===== src/rtl/fetch_unit.sv =====
// rtl/fetch_unit.sv - RV32I instruction-fetch stage with request/grant imem port and IF/ID register
module fetch_unit #(
  parameter logic [31:0] RESET_PC = 32'h0000_0000,
  parameter int          DEPTH    = 4
) (
  input  logic        clk,
  input  logic        rst_n,
  output logic        imem_req,
  output logic [31:0] imem_addr,
  input  logic        imem_gnt,
  input  logic        imem_rvalid,
  input  logic [31:0] imem_rdata,
  input  logic        StallD,
  input  logic        FlushD,
  input  logic        PCSrcE,
  input  logic [31:0] PCTargetE,
  output logic [31:0] InstrD,
  output logic [31:0] PCD,
  output logic [31:0] PCPlus4D,
  output logic        ValidD
);

  localparam int AW = $clog2(DEPTH);
  localparam int CW = AW + 1;
  localparam logic [31:0] NOP = 32'h0000_0013;

  logic [31:0]   pcf;
  logic [31:0]   pend_q [DEPTH];
  logic [AW-1:0] pend_wr, pend_rd;
  logic [31:0]   buf_pc [DEPTH];
  logic [31:0]   buf_instr [DEPTH];
  logic [AW-1:0] buf_wr, buf_rd;
  logic [CW-1:0] count, outstanding, drop;
  logic [CW:0]   inflight;
  logic          issue, accept, pop;

  // Buffered plus in-flight words never exceed DEPTH, so a response always finds room.
  assign inflight  = {1'b0, count} + {1'b0, outstanding};
  assign imem_req  = !PCSrcE && (inflight < (CW+1)'(DEPTH));
  assign imem_addr = pcf;
  assign issue     = imem_req && imem_gnt;
  assign accept    = imem_rvalid && !PCSrcE && (drop == '0);
  assign pop       = !FlushD && !StallD && (count != '0);

  always_ff @(posedge clk or negedge rst_n) begin
    if (!rst_n) begin
      pcf         <= RESET_PC;
      pend_wr     <= '0;
      pend_rd     <= '0;
      buf_wr      <= '0;
      buf_rd      <= '0;
      count       <= '0;
      outstanding <= '0;
      drop        <= '0;
    end else if (PCSrcE) begin
      // Every request still in flight belongs to the old path and must be discarded.
      pcf         <= PCTargetE;
      pend_wr     <= '0;
      pend_rd     <= '0;
      buf_wr      <= '0;
      buf_rd      <= '0;
      count       <= '0;
      outstanding <= outstanding - CW'(imem_rvalid);
      drop        <= outstanding - CW'(imem_rvalid);
    end else begin
      if (issue) begin
        pcf     <= pcf + 32'd4;
        pend_wr <= pend_wr + 1'b1;
      end
      if (accept) begin
        pend_rd <= pend_rd + 1'b1;
        buf_wr  <= buf_wr + 1'b1;
      end
      if (pop) buf_rd <= buf_rd + 1'b1;
      count       <= count + CW'(accept) - CW'(pop);
      outstanding <= outstanding + CW'(issue) - CW'(imem_rvalid);
      if (imem_rvalid && (drop != '0)) drop <= drop - 1'b1;
    end
  end

  always_ff @(posedge clk) begin
    if (issue) pend_q[pend_wr] <= pcf;
    if (accept) begin
      buf_pc[buf_wr]    <= pend_q[pend_rd];
      buf_instr[buf_wr] <= imem_rdata;
    end
  end

  always_ff @(posedge clk or negedge rst_n) begin
    if (!rst_n) begin
      InstrD   <= NOP;
      PCD      <= '0;
      PCPlus4D <= '0;
      ValidD   <= 1'b0;
    end else if (FlushD) begin
      InstrD <= NOP;
      ValidD <= 1'b0;
    end else if (StallD) begin
      InstrD <= InstrD;
    end else if (count != '0) begin
      InstrD   <= buf_instr[buf_rd];
      PCD      <= buf_pc[buf_rd];
      PCPlus4D <= buf_pc[buf_rd] + 32'd4;
      ValidD   <= 1'b1;
    end else begin
      InstrD <= NOP;
      ValidD <= 1'b0;
    end
  end

endmodule


===== config.mk =====
export PLATFORM = sky130hd
export DESIGN_NAME = fetch_unit
export DESIGN_NICKNAME = d
export VERILOG_FILES = /design/src/rtl/fetch_unit.sv
export SDC_FILE = /design/constraint.sdc
export NUM_CORES = 1
export LEC_CHECK = 0
export CAP_MARGIN = 20
export CORE_ASPECT_RATIO = 0.7
export CORE_MARGIN = 2
export CORE_UTILIZATION = 59
export DETAILED_ROUTE_END_ITERATION = 7
export PLACE_DENSITY = 0.91
export SETUP_SLACK_MARGIN = 0.05
export SLEW_MARGIN = 20
export SYNTH_ARGS = -nofsm -noshare
export SYNTH_HDL_FRONTEND = slang
export SYNTH_SLANG_ARGS = --single-unit
export TNS_END_PERCENT = 50

===== constraint.sdc =====
create_clock -name clk -period 7.1 [get_ports clk]
set_clock_uncertainty 0.1 [all_clocks]
set_input_delay 2.13 -clock clk [delete_from_list [all_inputs] [get_ports clk]]
set_output_delay 2.13 -clock clk [all_outputs]
set_load 0.02 [all_outputs]

==> load_flow_metrics.sql, run 1 <==
INSERT INTO impl_metrics (metric_group, metric, value, unit) VALUES
('run_status', 'run_status', 'complete, no violations', ''),
('clock_tree', 'root_buffer', 'clkbuf_16', ''),
('worst_setup_path', 'setup.worst_path.end_class', 'primary output', ''),
('logic_synthesis', 'syn-num-nets', '1317', ''),
('detailed_routing', 'routed_wirelength', '45.7', 'mm'),
('final_layout', 'diodes', '0', ''),
('power', 'p_leak', '8.68', 'nW'),
('timing', 'fin_tns_setup', '0', 'ns'),
('final_layout', 'layout.cells.non_filler', '1936', ''),
('timing', 'fin_crit', '5.61', 'ns'),
('detailed_routing', 'topRoutingLayerUsed', 'met5', ''),
('worst_setup_path', 'worst_ep_required_time', '4.87', 'ns'),
('worst_setup_path', 'crit_buf_inv', '2', ''),
('timing', 'final_number_of_hold_violating_endpoints', '0', ''),
('place', 'post-place-cells', '1851', ''),
('floorplan', 'floorplan.core_area', '34700', 'sq um'),
('place', 'hpwl', '28.3', 'mm'),
('clock_tree', 'clock_tree.htree_level_count', '2', ''),
('clock_tree', 'clock_sinks', '528', ''),
('timing', 'timing.final.ws_setup', '1.49', 'ns'),
('logic_synthesis', 'synth.top_cells.by_area', 'edfxtp_1, dfrtp_1, mux4_2', ''),
('logic_synthesis', 'synth_area', '20700', 'sq um'),
('power', 'worst_ir_drop_vdd', '0.213', 'mV'),
('final_layout', 'layout-drive-gt1-share', '14.5', '%'),
('place', 'globalplace.congestion', '0.841', ''),
('place', 'buffer_ports.inserted', '200', ''),
('worst_setup_path', 'worst_ep_arrival_time', '3.38', 'ns'),
('detailed_routing', 'dr_total_vias', '11752', ''),
('detailed_routing', 'wl_met1', '18.9', 'mm'),
('timing', 'timing.final.setup_violations', '0', ''),
('floorplan', 'start_util', '59.8', '%'),
('final_layout', 'syn2layout_area_growth', '19.0', '%'),
('power', 'power.share.clock', '28.8', '%'),
('floorplan', 'die_width', '228', 'um'),
('logic_synthesis', 'ys_ff_latch', '528', ''),
('worst_setup_path', 'timing.critical_path.max_delay_family', 'buffers and inverters', ''),
('logic_synthesis', 'synth-edff-count', '384', ''),
('floorplan', 'io_count', '201', ''),
('clock_tree', 'clk_path_buf_depth', '3', ''),
('logic_synthesis', 'synth_cell_type_count', '54', ''),
('detailed_routing', 'detail_route.drc_violations', '0', ''),
('grt', 'globalRouteTotalUtil', '25.3', '%'),
('power', 'internal_power', '6.02', 'mW'),
('clock_tree', 'cts.repair_timing.setup_buffer_count', '0', ''),
('grt', 'grt_pass1_wl', '70.5', 'mm'),
('power', 'power.density_cell_area', '346', 'nW/um^2'),
('worst_setup_path', 'critical_path_class', 'primary input to primary output', ''),
('logic_synthesis', 'ys_top_cells_by_count', 'edfxtp_1, nand2_1, dfrtp_1', ''),
('logic_synthesis', 'synth_seq_area_share', '73.0', '%'),
('logic_synthesis', 'cell_with_the_most_instances_after_synthesis', 'edfxtp_1', ''),
('clock_tree', 'tritoncts.num_buffers', '46', ''),
('logic_synthesis', 'synthesis.instances', '1224', ''),
('place', 'place_worst_setup_slack', '1.50', 'ns'),
('worst_setup_path', 'critical_path.startpoint_type', 'primary input', ''),
('timing', 'final_max_slew_viol_count', '0', ''),
('final_layout', 'nNetsFinal', '1520', ''),
('power', 'combPwrFrac', '22.9', '%'),
('worst_hold_path', 'min_path_type', 'flip-flop to flip-flop', ''),
('timing', 'timing.max_slew.rel_slack', '31.0', '%'),
('run', 'drv_cap', '0', ''),
('clock_tree', 'clock_latency', '0.57', 'ns'),
('logic_synthesis', 'post-synth-top-area-cell', 'edfxtp_1', ''),
('logic_synthesis', 'netlist.area_leader.share', '55.6', '%'),
('final_layout', 'num-fill-cells', '2087', ''),
('detailed_routing', 'initialDrtViolationCount', '1370', ''),
('timing', 'achievable_clock_frequency', '0.178', 'GHz'),
('final_layout', 'fin_area', '24700', 'sq um'),
('clock_tree', 'ctsHoldBuffers', '0', ''),
('grt', 'globalRouteOverflowTotal', '0', ''),
('floorplan', 'floorplan.rows', '57', ''),
('final_layout', 'total_area_of_multi_input_combinational_cells', '5240', 'sq um');
metrics by stage:
stage | util (%) | hold slack (ns)
2_1_floorplan | - | 0.384
3_3_place_gp | 66.9 | 0.358
3_5_place_dp | 66.9 | 0.371
4_1_cts | 71.2 | 0.387
5_1_grt | 71.2 | 0.412
6_report | 71.2 | 0.381
layer usage:
layer,global-route usage (%),vias up
met5,0,-
met4,6.86,2
met3,4.58,67
met2,40.3,632
met1,36.9,5962
li1,-,5089
area by class of cell:
cell class                      instances  share of cell area [%]
Multi-Input combinational cell        609                    21.2
Timing Repair Buffer                  218                    8.64
Sequential cell                       528                    61.4
Inverter                               24                   0.365
Tap cell                              472                    2.39
Clock buffer                           72                    5.52
Clock inverter                         13                   0.472
cells in the final DEF, fill, tap and decap left out, types with 5 or more instances in the layout:
cell type and instances:
and2_2 8, clkdlybuf4s50_1 198, buf_4 18, nand3_1 27, o311ai_0 7, a221o_1 10
nor2_1 30, clkbuf_1 16, mux4_2 95, a21oi_1 10, clkbuf_8 7, ha_1 20
clkbuf_16 48, nand4_1 12, dfrtp_1 138, o21ai_0 52, edfxtp_1 384, and3_1 9
a22o_1 29, nor3_1 9, nor4_1 8, xnor2_1 18, clkinv_2 5, nand2_1 175
xor2_1 27, inv_1 23, nand2b_1 5, o21ai_1 13
worst min-delay path, delay by kind of cell (launching register included):
family           cells  cell delay, ns
AND/OR/NAND/NOR      2            0.11
flip-flops           1            0.34
cell families (layout without fill, tap and decap cells):
family | Yosys count | count (layout) | share of synthesized area, %
multiplexers | 101 | 101 | 10.7
XOR/XNOR | 45 | 45 | 1.90
buffers and inverters | 87 | 327 | 1.77
AND/OR/NAND/NOR | 306 | 306 | 6.86
AO/OA/AOI/OAI | 135 | 135 | 4.34
flip-flops | 528 | 528 | 73.0
adder cells (fa/ha/maj) | 22 | 22 | 1.40
worst paths after layout:
| path | start | end | cells past startpoint | slack [ns] |
|---|---|---|---|---|
| worst max-delay path | PCSrcE | imem_req | 4 | 1.49 |
| worst max register to register | count[2] | outstanding[2] | 12 | 3.88 |
| worst min register to register | PCD[13] | PCD[13] | 2 | 0.38 |
| max in group asynchronous | rst_n | PCD[13] | 2 | 4.01 |
| worst min-delay path | PCD[13] | PCD[13] | 2 | 0.38 |
| min in group asynchronous | rst_n | imem_addr[1] | 1 | 1.55 |
registers in the layout (all words and copies together), names as in the netlist:
register and flops:
PCPlus4D 30, pend_q 128, drop 3, PCD 32, imem_addr 32, buf_wr 2, InstrD 32, pend_wr 2
buf_instr 128, count 3, pend_rd 2, buf_rd 2, buf_pc 128, outstanding 3, ValidD 1
power groups by stage:
stage          Sequential, mW  Combinational (mW)  Clock [mW]
3_3_place_gp             4.14                1.87           0
6_report                 4.12                1.95        2.46
4_1_cts                  4.12                1.96        2.48
2_1_floorplan            4.31               0.919           0
5_1_grt                  4.17                2.11        2.61
3_5_place_dp             4.18                1.94           0
Note: power is estimated with default switching activity, not from simulation.
==> run 2: changes to the inputs <==
CORE_UTILIZATION = 51   (was 59)
PLACE_DENSITY = 0.84   (was 0.91)
clock period = 5 ns   (was 7.1 ns; I/O delays follow)
==> run 2 against run 1 <==
Effect of this change: first-iteration DRC count fell by 15%; clock power increased by 48%; routed wire length decreased by 3.4%; critical path depth did not move; worst hold slack lost 0.0037 ns; sequential cell count unchanged; critical endpoint unchanged; highest routed layer is now met4.
==> load_flow_metrics.sql, run 2 (synthesis gave the netlist of run 1 again) <==
INSERT INTO impl_metrics (metric_group, metric, value, unit) VALUES
('run_status', 'run_status', 'complete, no violations', ''),
('floorplan', 'floorplan.core_area', '39900', 'sq um'),
('clock_tree', 'root_buffer', 'clkbuf_16', ''),
('timing', 'tightestPinTransition', '0.895', 'ns'),
('power', 'p_leak', '8.74', 'nW'),
('floorplan', 'io_count', '201', ''),
('detailed_routing', 'dr_total_vias', '11449', ''),
('clock_tree', 'clock_latency', '0.55', 'ns'),
('place', 'hpwl', '27.5', 'mm'),
('timing', 'setup_repair_after_global_routing_missed_its_margin', 'no', ''),
('worst_setup_path', 'critical_path.cell_chain', 'buf_2 -> nor4_1 -> and2_1 -> clkdlybuf4s50_1', ''),
('final_layout', 'syn2layout_area_growth', '20.3', '%'),
('run', 'drv_cap', '0', ''),
('clock_tree', 'tritoncts.num_buffers', '48', ''),
('place', 'buffer_ports.inserted', '200', ''),
('final_layout', 'num-fill-cells', '2768', ''),
('final_layout', 'layout.cells.most_common', 'edfxtp_1', ''),
('clock_tree', 'ctsHoldBuffers', '0', ''),
('final_layout', 'layout-drive-gt1-share', '14.5', '%'),
('floorplan', 'die_width', '245', 'um'),
('power', 'power.density_cell_area', '491', 'nW/um^2'),
('final_layout', 'post-route-util', '62.5', '%'),
('worst_hold_path', 'min_path_type', 'flip-flop to flip-flop', ''),
('worst_setup_path', 'worst_ep_arrival_time', '2.71', 'ns'),
('detailed_routing', 'ant_nets', '0', ''),
('detailed_routing', 'vias_per_cell', '5.71', ''),
('power', 'worst_ir_drop_vdd', '0.361', 'mV'),
('worst_setup_path', 'timing.critical_path.slowest_cell_delay', '0.61', 'ns'),
('timing', 'timing.final.setup_violations', '0', ''),
('grt', 'globalRouteTotalUtil', '21.2', '%'),
('worst_setup_path', 'cp_max_fo', '2', ''),
('clock_tree', 'clock_sinks', '528', ''),
('grt', 'grt_pass1_wl', '68.9', 'mm'),
('clock_tree', 'cts.repair_timing.setup_buffer_count', '0', ''),
('timing', 'final_number_of_hold_violating_endpoints', '0', ''),
('timing', 'holdWs', '0.377', 'ns'),
('grt', 'grt_start_max_net_pins', '98', ''),
('clock_tree', 'postCtsResizedCells', '0', ''),
('floorplan', 'start_util', '51.9', '%'),
('worst_setup_path', 'worst_ep_required_time', '3.40', 'ns'),
('timing', 'finalCritPeriodShare', '86.1', '%'),
('detailed_routing', 'wl_per_cell', '22.0', 'um'),
('clock_tree', 'clk_transition_reported_paths', '0.06', 'ns'),
('worst_setup_path', 'critical-path-slowest-cell', 'clkdlybuf4s50_1', ''),
('detailed_routing', 'initialDrtViolationCount', '1170', ''),
('clock_tree', 'clock_tree.htree_level_count', '2', ''),
('floorplan', 'die_y', '173', 'um'),
('timing', 'timing.max_slew.rel_slack', '40.1', '%'),
('grt', 'antenna_found_initial', '0', ''),
('worst_setup_path', 'setup.worst_path.end_class', 'primary output', ''),
('clock_tree', 'clk_path_buf_depth', '3', ''),
('timing', 'achievable_clock_frequency', '0.232', 'GHz'),
('worst_setup_path', 'critical_path.startpoint_type', 'primary input', ''),
('detailed_routing', 'routed_wirelength', '44.1', 'mm'),
('final_layout', 'layout.area.seq', '15100', 'sq um'),
('clock_tree', 'cts_tree', 'built', ''),
('final_layout', 'layout_top_registers', 'buf_instr x128, buf_pc x128, pend_q x128', ''),
('timing', 'fin_tns_setup', '0', 'ns'),
('detailed_routing', 'drt-pass1-iter-count', '7', ''),
('final_layout', 'most-common-layout-cells', 'edfxtp_1, clkdlybuf4s50_1, nand2_1', ''),
('floorplan', 'fp.dieArea', '42300', 'sq um'),
('worst_setup_path', 'critical_path_class', 'primary input to primary output', ''),
('grt', 'globalRouteOverflowTotal', '0', ''),
('final_layout', 'nNetsFinal', '1524', ''),
('timing', 'fin_crit', '4.31', 'ns'),
('final_layout', 'total_area_of_multi_input_combinational_cells', '5230', 'sq um'),
('timing', 'final_max_slew_viol_count', '0', ''),
('grt', 'number_of_global_route_vias_before_repair', '11596', ''),
('floorplan', 'floorplan.rows', '61', ''),
('detailed_routing', 'detail_route.drc_violations', '0', ''),
('place', 'globalplace.congestion', '0.820', '');
==> run 2: changes by cell type in the layout (fill, tap and decap cells not counted), sizes merged <==
cell / previous run / this run
clkinvlp: 2 / 5
buf: 20 / 22
inv: 25 / 24
bufinv: 1 / 5
diode: 0 / 1
clkbuf: 72 / 61
clkinv: 9 / 16
==> run 2: report_power, final <==
| group | internal, mW | total (mW) | switching (mW) |
|---|---|---|---|
| combinational | 1.25 | 2.75 | 1.50 |
| clock | 2.10 | 3.63 | 1.53 |
| sequential | 5.37 | 5.86 | 0.498 |
==> run 2: area by class of cell <==
type                    instances  share of cell area, %
clock buffers                  61                   5.22
repair buffers                220                   8.97
flip-flops and latches        528                   60.8
clock inverters                26                   1.02
multi-input cells             609                   21.0
well taps                     535                   2.68
inverters                      24                  0.361
diodes                          1                 0.0100
==> run 2: critical path, delay by kind of cell <==
| kind | cells | cell delay (ns) |
|---|---|---|
| buf+inv | 2 | 0.72 |
| simple gates | 2 | 0.49 |
==> run 2: stage by stage <==
stage | cells | setup slack, ns | power [mW] | area, sq um
after global placement | 1916 | 0.743 | 8.58 | 23400
after detailed placement | 1916 | 0.683 | 8.69 | 23400
final | 2004 | 0.693 | 12.2 | 24900
after CTS | 2003 | 0.666 | 12.3 | 24900
after global routing | 2003 | 0.602 | 12.8 | 24900
after floorplan | 1224 | 0.856 | 7.42 | 20700
==> run 2: per-layer routing <==
| metal | vias up | GRT usage [%] | part of all wire [%] |
|---|---|---|---|
| met5 | - | 0 | 0 |
| met1 | 5856 | 32.9 | 46 |
| met4 | 0 | 4.22 | 1.3 |
| met2 | 422 | 32.3 | 46 |
| li1 | 5113 | - | - |
| met3 | 58 | 3.35 | 5.9 |
==> run 2: worst paths after layout <==
path	startpoint	endpoint	slack, ns	depth (start not counted)
max	PCSrcE	imem_req	0.69	4
min	PCD[28]	PCD[28]	0.38	2
max reg2reg	count[1]	count[2]	1.85	11
min reg2reg	PCD[28]	PCD[28]	0.38	2
max in group asynchronous	rst_n	InstrD[0]	2.97	2
min in group asynchronous	rst_n	imem_addr[0]	0.92	1
==> run 3: changes to the inputs <==
==> constraint.sdc (replaced) <==
create_clock -name clk -period 5 [get_ports clk]
set_clock_uncertainty 0.1 [all_clocks]
set_input_delay 1 -clock clk [delete_from_list [all_inputs] [get_ports clk]]
set_output_delay 1 -clock clk [all_outputs]
set_load 0.02 [all_outputs]
==> run 3 against run 2 <==
Effect of this change: combinational power is essentially flat; sequential cell count is the same; register-to-register slack lost 0.35 ns; clock power is essentially flat; largest cell class unchanged; highest routed layer unchanged; sequential share of layout area grew 0.088 points; total power shrank 0.12%; worst setup slack gained 0.81 ns; non-clock buffer count grew 1; global-route usage shrank 0.44 points; via count grew 0.74%.
==> load_flow_metrics.sql, run 3 (synthesis gave the netlist of run 1 again) <==
INSERT INTO impl_metrics (metric_group, metric, value, unit) VALUES
('run_status', 'run_status', 'complete, no violations', ''),
('power', 'power.density_cell_area', '491', 'nW/um^2'),
('final_layout', 'layout_top_registers', 'buf_instr x128, buf_pc x128, pend_q x128', ''),
('clock_tree', 'cts_tree', 'built', ''),
('final_layout', 'post-route-util', '62.4', '%'),
('final_layout', 'num-fill-cells', '2756', ''),
('detailed_routing', 'wl_per_cell', '21.7', 'um'),
('detailed_routing', 'initialDrtViolationCount', '1123', ''),
('timing', 'timing.final.setup_violations', '0', ''),
('worst_setup_path', 'reg2reg_slack', '1.50', 'ns'),
('power', 'power.net_switching', '3.58', 'mW'),
('detailed_routing', 'routed_wirelength', '43.6', 'mm'),
('worst_setup_path', 'critical-path-slowest-cell', 'clkdlybuf4s50_1', ''),
('floorplan', 'start_util', '51.9', '%'),
('worst_setup_path', 'crit_buf_inv', '1', ''),
('power', 'worst_ir_drop_vdd', '0.359', 'mV'),
('grt', 'number_of_global_route_vias_before_repair', '11632', ''),
('final_layout', 'layout.cells.most_common', 'edfxtp_1', ''),
('power', 'p_leak', '8.74', 'nW'),
('detailed_routing', 'ant_nets', '0', ''),
('timing', 'fin_tns_setup', '0', 'ns'),
('power', 'power.share.clock', '29.5', '%'),
('grt', 'grt_pass1_wl', '67.5', 'mm'),
('clock_tree', 'cts.repair_timing.setup_buffer_count', '0', ''),
('place', 'hpwl', '28.1', 'mm'),
('worst_hold_path', 'min_path_type', 'primary input to async pin', ''),
('worst_setup_path', 'critical_path.cell_chain', 'ha_1 -> nor4_1 -> and2_1 -> clkdlybuf4s50_1', ''),
('final_layout', 'layout-drive-gt1-share', '15.1', '%'),
('final_layout', 'most-common-layout-cells', 'edfxtp_1, clkdlybuf4s50_1, nand2_1', ''),
('run', 'drv_cap', '0', ''),
('timing', 'timing.max_slew.rel_slack', '29.7', '%'),
('worst_setup_path', 'setup.worst_path.end_class', 'primary output', ''),
('timing', 'achievable_clock_frequency', '0.286', 'GHz'),
('detailed_routing', 'dr_total_vias', '11534', ''),
('timing', 'timing.final.ws_setup', '1.50', 'ns'),
('grt', 'grt_start_max_net_pins', '98', ''),
('place', 'buffer_ports.inserted', '200', ''),
('grt', 'antenna_found_initial', '0', ''),
('floorplan', 'floorplan.rows', '61', ''),
('detailed_routing', 'vias_per_cell', '5.75', ''),
('timing', 'tightestPinTransition', '1.05', 'ns'),
('worst_setup_path', 'critical_path.startpoint_type', 'flip-flop', ''),
('power', 'combPwrFrac', '22.7', '%'),
('worst_setup_path', 'critical_path_class', 'flip-flop to primary output', ''),
('final_layout', 'nNetsFinal', '1525', ''),
('floorplan', 'die_width', '245', 'um'),
('floorplan', 'fp.dieArea', '42300', 'sq um'),
('clock_tree', 'clk_path_buf_depth', '3', ''),
('final_layout', 'syn2layout_area_growth', '20.1', '%'),
('clock_tree', 'clk_transition_reported_paths', '0.06', 'ns'),
('clock_tree', 'clock_latency', '0.56', 'ns'),
('worst_setup_path', 'timing.critical_path.slowest_cell_delay', '0.60', 'ns'),
('grt', 'globalRouteTotalUtil', '20.8', '%'),
('floorplan', 'die_y', '173', 'um'),
('grt', 'globalRouteOverflowTotal', '0', ''),
('floorplan', 'floorplan.core_area', '39900', 'sq um'),
('clock_tree', 'postCtsResizedCells', '0', ''),
('power', 'internal_power', '8.64', 'mW'),
('final_layout', 'layout.area.seq', '15100', 'sq um'),
('timing', 'setup_repair_after_global_routing_missed_its_margin', 'no', ''),
('worst_setup_path', 'cp_max_fo', '3', ''),
('clock_tree', 'clock_sinks', '528', ''),
('place', 'place_worst_setup_slack', '1.16', 'ns'),
('clock_tree', 'tritoncts.num_buffers', '48', ''),
('detailed_routing', 'detail_route.drc_violations', '0', ''),
('worst_setup_path', 'timing.critical_path.max_delay_family', 'buffers and inverters', ''),
('timing', 'finalCritPeriodShare', '70.0', '%'),
('worst_setup_path', 'worst_ep_arrival_time', '2.40', 'ns'),
('power', 'power_frac_seq', '47.8', '%'),
('timing', 'fin_crit', '3.50', 'ns'),
('power', 'power.switching_fraction', '29.3', '%'),
('worst_setup_path', 'worst_ep_required_time', '3.90', 'ns'),
('timing', 'final_number_of_hold_violating_endpoints', '0', ''),
('clock_tree', 'ctsHoldBuffers', '0', ''),
('timing', 'final_max_slew_viol_count', '0', ''),
('detailed_routing', 'drt-pass1-iter-count', '5', ''),
('floorplan', 'io_count', '201', ''),
('place', 'globalplace.congestion', '0.830', ''),
('clock_tree', 'clock_tree.htree_level_count', '2', ''),
('final_layout', 'total_area_of_multi_input_combinational_cells', '5230', 'sq um'),
('clock_tree', 'root_buffer', 'clkbuf_16', '');
## run 3: cell count changes in the layout (fill, tap and decap cells not counted)
cell / change
clkinv_8: +1
clkbuf_8: +1
clkbuf_1: -1
inv_6: +2
buf_4: +5
dfrtp_2: +1
buf_12: -4
clkinv_4: +1
dfrtp_4: -1
clkinv_1: -5
inv_8: +1
bufinv_16: -2
clkinv_2: +4
## run 3: cell type report
type | instances | share of cell area (%)
Antenna cell | 1 | 0.0101
Clock buffer | 61 | 5.27
Clock inverter | 28 | 1.00
Inverter | 24 | 0.362
Multi-Input combinational cell | 609 | 21.0
Sequential cell | 528 | 60.8
Tap cell | 535 | 2.69
Timing Repair Buffer | 221 | 8.81
## run 3: worst register-to-register path: stages, from the launching register on
cell	delay, ns
dfrtp_1	0.48
ha_1	0.33
nor4_1	0.26
and3_1	0.21
buf_4	0.27
inv_1	0.08
buf_4	0.24
ha_1	0.32
inv_1	0.04
ha_1	0.18
fa_1	0.38
xor2_1	0.16
o21ai_0	0.20
xor2_1	0.17
## run 3: stage by stage
stage	power (mW)	std cells	hold slack, ns	instance area [sq um]
after floorplan	7.42	1224	0.384	20700
after global placement	8.58	1917	0.357	23300
after detailed placement	8.70	1917	0.366	23300
after CTS	12.3	2006	0.384	24900
after global routing	12.8	2006	0.405	24900
final	12.2	2007	0.376	24900
## run 3: worst paths after layout
kind / from / to / depth (start not counted)
max: count[2] / imem_req / 4
min: rst_n / imem_addr[0] / 1
max reg2reg: count[2] / outstanding[2] / 13
min reg2reg: PCD[8] / PCD[8] / 2
max in group asynchronous: rst_n / PCD[17] / 2
min in group clk: PCD[8] / PCD[8] / 2
## run 3: per-layer routing
metal  up-vias  track usage [%]  wire length, um
li1       5100                -                -
met1      5817             32.2            19700
met2       549             31.0            19500
met3        68             4.02             3620
met4         0             4.42              718
met5         -                0                0
## run 3: power groups by stage
stage	Sequential, mW	Clock (mW)	Combinational [mW]
2_1_floorplan	6.11	0	1.30
3_3_place_gp	5.88	0	2.70
3_5_place_dp	5.92	0	2.78
4_1_cts	5.84	3.68	2.80
5_1_grt	5.90	3.85	3.02
6_report	5.84	3.61	2.78
